<file path="config.mk">
export PLATFORM = sky130hd
export DESIGN_NAME = mixed_radix_counter
export DESIGN_NICKNAME = d
export VERILOG_FILES = /design/src/rtl/mixed_radix_counter.sv
export SDC_FILE = /design/constraint.sdc
export NUM_CORES = 1
export LEC_CHECK = 0
export BUFFER_PORTS_ARGS = -buffer_cell sky130_fd_sc_hd__buf_2
export CAP_MARGIN = 10
export CORE_UTILIZATION = 57
export CTS_BUF_LIST = sky130_fd_sc_hd__clkbuf_4 sky130_fd_sc_hd__clkbuf_8
export DETAILED_ROUTE_END_ITERATION = 8
export HOLD_SLACK_MARGIN = 0.03
export PLACE_DENSITY = 0.83
export REMOVE_ABC_BUFFERS = 1
export SLEW_MARGIN = 20
export SYNTH_ARGS = -nofsm -noshare
export SYNTH_HDL_FRONTEND = slang
export SYNTH_SLANG_ARGS = --single-unit
</file>
<file path="constraint.sdc">
create_clock -name clk -period 3.5 [get_ports clk]
set_clock_uncertainty 0.15 [all_clocks]
set_input_delay 0.7 -clock clk [delete_from_list [all_inputs] [get_ports clk]]
set_output_delay 0.7 -clock clk [all_outputs]
set_load 0.01 [all_outputs]
</file>
<file path="src/rtl/mixed_radix_counter.sv">
// Cascaded multi-digit counter with a per-digit radix, up/down, load, wrap or saturate.
// The carry/borrow chain settles combinationally, so every digit updates on the same edge.
module mixed_radix_counter #(
    parameter int                        NUM_DIGITS  = 6,
    parameter logic [NUM_DIGITS*5-1:0]   DIGIT_BASES = {5'd6, 5'd10, 5'd6, 5'd10, 5'd10, 5'd10},
    parameter int                        DIGIT_W     = 4
) (
    input  logic                            clk,
    input  logic                            rst_n,
    input  logic                            clr,
    input  logic                            ena,
    input  logic                            dir,
    input  logic                            sat,
    input  logic                            load,
    input  logic [NUM_DIGITS*DIGIT_W-1:0]   load_val,
    output logic [NUM_DIGITS*DIGIT_W-1:0]   count_out,
    output logic                            at_zero,
    output logic                            at_max,
    output logic                            wrap_pulse,
    output logic                            done_pulse
);

    localparam int NW = NUM_DIGITS * DIGIT_W;

    logic [NW-1:0] count_q, count_d, step_cnt;
    logic          wrap_q, wrap_d, done_q, done_d;
    logic          at_max_c, at_zero_c, step_max, step_zero;
    logic          carry, limit_now, lands;
    logic [DIGIT_W-1:0] dig, ldig;

    function automatic logic [DIGIT_W-1:0] dmax(input int i);
        return DIGIT_W'(DIGIT_BASES[i*5 +: 5] - 5'd1);
    endfunction

    always_comb begin
        at_max_c  = 1'b1;
        at_zero_c = 1'b1;
        step_max  = 1'b1;
        step_zero = 1'b1;
        step_cnt  = count_q;
        carry     = 1'b1;
        dig       = '0;
        for (int i = 0; i < NUM_DIGITS; i++) begin
            dig = count_q[i*DIGIT_W +: DIGIT_W];
            if (dig != dmax(i)) at_max_c = 1'b0;
            if (dig != '0)      at_zero_c = 1'b0;
            // carry here means every lower digit sits at its roll-over value
            if (carry) begin
                if (!dir) begin
                    step_cnt[i*DIGIT_W +: DIGIT_W] = (dig == dmax(i)) ? '0 : dig + 1'b1;
                    carry = (dig == dmax(i));
                end else begin
                    step_cnt[i*DIGIT_W +: DIGIT_W] = (dig == '0) ? dmax(i) : dig - 1'b1;
                    carry = (dig == '0);
                end
            end
            if (step_cnt[i*DIGIT_W +: DIGIT_W] != dmax(i)) step_max = 1'b0;
            if (step_cnt[i*DIGIT_W +: DIGIT_W] != '0)      step_zero = 1'b0;
        end
    end

    assign limit_now = dir ? at_zero_c : at_max_c;
    assign lands     = dir ? step_zero : step_max;

    always_comb begin
        count_d = count_q;
        wrap_d  = 1'b0;
        done_d  = 1'b0;
        ldig    = '0;
        if (clr) begin
            count_d = '0;
        end else if (load) begin
            for (int i = 0; i < NUM_DIGITS; i++) begin
                ldig = load_val[i*DIGIT_W +: DIGIT_W];
                count_d[i*DIGIT_W +: DIGIT_W] = (ldig > dmax(i)) ? dmax(i) : ldig;
            end
        end else if (ena) begin
            if (limit_now) begin
                if (!sat) begin
                    count_d = step_cnt;
                    wrap_d  = 1'b1;
                end
            end else begin
                count_d = step_cnt;
                done_d  = sat && lands;
            end
        end
    end

    always_ff @(posedge clk or negedge rst_n) begin
        if (!rst_n) begin
            count_q <= '0;
            wrap_q  <= 1'b0;
            done_q  <= 1'b0;
        end else begin
            count_q <= count_d;
            wrap_q  <= wrap_d;
            done_q  <= done_d;
        end
    end

    assign count_out  = count_q;
    assign at_zero    = at_zero_c;
    assign at_max     = at_max_c;
    assign wrap_pulse = wrap_q;
    assign done_pulse = done_q;

endmodule

</file>
==> results.py <==
metrics = {
    "power": {
        "p_sw_share_pct": 39.0,
        "power_density_nw_per_um2": 280,
        "p_sw_w": 0.000354,
        "p_int_w": 0.000554,
        "pwr-share-comb_pct": 37.2,
        "irDropWorstVdd_uv": 182,
        "pwr-share-clk_pct": 23.3,
        "p_leak_nw": 1.37,
        "pwr-share-seq_pct": 39.5,
        "p_total_w": 0.000908,
    },
    "placement": {
        "hpwl_mm": 6.16,
        "dp.cells": 513,
        "place_congestion": 0.940,
        "io_buffers": 58,
    },
    "die": {
        "dieWidth_um": 72.1,
        "die_y_um": 72.1,
        "start_util_pct": 59.2,
        "core_area_um2": 4720,
        "ios": 59,
        "die_area_um2": 5190,
        "rows": 25,
    },
    "timing": {
        "worst_slew_pin_slew_ps": 914,
        "max_slew_margin_pct": 39.1,
        "fmax_mhz": 312,
        "fin_tns_setup_ps": 0,
        "finalHoldViolations": 0,
        "setup_viol": 0,
        "drv_slew": 0,
        "min_period_ps": 3200,
        "min_period_over_period_pct": 91.5,
        "grt_setup_unrepaired": "no",
    },
    "clocking": {
        "numCtsBuffers": 3,
        "cts_sinks": 26,
        "h-tree-depth": 1,
        "cts_setup_buffers": 0,
        "ctsHoldBuffers": 0,
        "cts.path.max_buffers": 2,
        "cts_tree": "yes",
        "cts.clk_slew.worst_paths_ps": 100,
        "cts-root-buf": "clkbuf_8",
        "post_cts_resized": 0,
        "clk_latency_ps": 280,
    },
    "worst_setup_path": {
        "cp.required_ps": 3560,
        "path_class": "reg -> reg",
        "reg2reg_depth": 8,
        "setup.worst_path.start_class": "flop",
        "ff2ff_setup_slack_ps": 300,
        "end_kind": "flop",
        "rr_startpoint": "count_out[3]$_DFFE_PN0P_",
        "r2r-end": "done_pulse$_DFF_PN0_",
        "cp_max_fo": 15,
        "crit_arrival_ps": 3260,
    },
    "synth": {
        "yosysWarnings": 0,
        "synth.distinct_cells": 61,
        "yosysSeqAreaShare_pct": 23.3,
        "synth.cell_area_um2": 2800,
        "synth_top_flop_cell": "dfrtp_1",
        "syn_avg_cell_area_um2": 6.91,
        "synth_edf_count": 0,
        "synthCells": 405,
        "ys_seq_elements": 26,
        "synthArstFlopShare_pct": 100,
    },
    "detailed_routing": {
        "num_vias": 3385,
        "drc": 0,
        "wire_per_inst_um": 17.4,
        "drtAntennaViolNets": 0,
        "via_per_inst": 6.55,
        "drt_iter0_drc": 328,
        "dr.pass1.iters": 5,
        "routed_wirelength_mm": 8.98,
    },
    "layout": {
        "drive_gt1_share_pct": 21.1,
        "final_cells": 517,
        "num-nets-final": 482,
        "diodes": 0,
        "area_delta_synth_final_pct": 15.7,
    },
    "global_routing": {
        "first_global_vias": 2859,
        "grt_pass1_wl_mm": 14.0,
        "antenna_found_initial": 0,
        "overflow": 0,
        "grt_max_degree": 29,
        "track_usage_pct": 34.4,
    },
    "job": {
        "cap_viol_max_count": 0,
    },
    "outcome": {
        "status": "completed",
    },
    "hold_path": {
        "hold_class": "in -> async",
    },
}
==> cell families (layout without fill, tap and decap cells) <==
logic type	count (synthesis)	after routing	synth area share (%)
buffers and inverters	54	99	7.56
AOI/OAI and AO/OA	142	142	33.6
xor gates and xnor gates	11	11	3.44
DFF	26	26	23.3
and+or+nand+nor	172	172	32.1
==> worst max path at each step <==
stage,depth (start not counted),startpoint,to,slack [ps]
floorplan,8,count_out[8]$_DFFE_PN0P_,done_pulse$_DFF_PN0_,190
global route,8,count_out[3]$_DFFE_PN0P_,done_pulse$_DFF_PN0_,80
global placement,9,dir,done_pulse$_DFF_PN0_,250
detailed placement,9,dir,done_pulse$_DFF_PN0_,220
CTS,9,count_out[8]$_DFFE_PN0P_,count_out[17]$_DFFE_PN0P_,350
finish,8,count_out[3]$_DFFE_PN0P_,done_pulse$_DFF_PN0_,300
==> worst max-delay path: stages, from the launching register on <==
cell and delay (ps):
dfrtp_1 540, nor3_1 430, a2bb2oi_1 150, nor3_1 310, xnor2_1 180, or4b_2 660
nor4bb_1 310, nand4bb_1 160, a211oi_2 220
==> cells in the final DEF (no fill, tap or decap), types with 3 or more instances in the layout <==
master / count
buf_2: 58
nor2_1: 48
a21oi_1: 36
o21ai_0: 35
nand2_1: 33
dfrtp_1: 26
buf_4: 22
inv_1: 15
nand3_1: 13
nor3_1: 12
nand4_1: 11
or3_1: 10
xnor2_1: 8
a2bb2oi_1: 7
nor4_1: 6
a31oi_1: 6
o31ai_1: 6
and3_1: 5
nand2b_1: 5
nor2b_1: 5
o21a_1: 5
o22ai_1: 5
a211o_1: 4
a21o_1: 4
clkbuf_8: 4
and2_1: 3
nor3b_1: 3
o211ai_1: 3
nand3b_1: 3
a211oi_1: 3
o311ai_0: 3
a2111oi_0: 3
xor2_1: 3
a311oi_1: 3
==> synthesized netlist by cell type, drive strengths merged, types with 8 or more instances <==
library cell,count,area share [%]
inv,15,2.0
nor2,48,6.4
nand2,33,4.4
o21ai,37,6.8
a21oi,36,6.4
nand4,11,2.5
xnor2,8,2.5
dfrtp,26,23
or3,10,2.2
clkbuf,36,4.8
nand3,13,2.3
nor3,12,2.1
==> layout make-up <==
class                           count  area (um^2)
Clock buffer                        4         55.1
Fill cell                         417         1490
Inverter                           15         56.3
Multi-Input combinational cell    325         1940
Sequential cell                    26          651
Tap cell                           67         83.8
Timing Repair Buffer               80          455
==> flip-flops by register name (all words and copies together) (netlist names) <==
name	count
wrap_pulse	1
done_pulse	1
count_out	24
==> metrics by stage <==
step,worst slack (ps),utilization [%],cell area [um^2],hold WS (ps)
3_5_place_dp,218,67.4,3180,498
5_1_grt,81.7,68.5,3240,327
2_1_floorplan,186,-,2640,254
3_3_place_gp,245,67.4,3180,493
4_1_cts,351,68.5,3240,289
6_report,298,68.5,3240,287
==> power groups by stage <==
stage          registers, W  clock network (W)  logic, W
2_1_floorplan      0.000372                  0  0.000172
3_3_place_gp       0.000361                  0  0.000321
3_5_place_dp       0.000362                  0  0.000327
4_1_cts            0.000356           0.000212  0.000330
5_1_grt            0.000362           0.000222  0.000369
6_report           0.000359           0.000212  0.000337
==> routing by layer <==
layer	GRT usage, %	part of all wire [%]
met5	0	0
met4	14.8	2.9
met3	5.00	9.3
met2	54.1	45
met1	47.2	42
No activity file was read; power rests on OpenSTA's default activity.
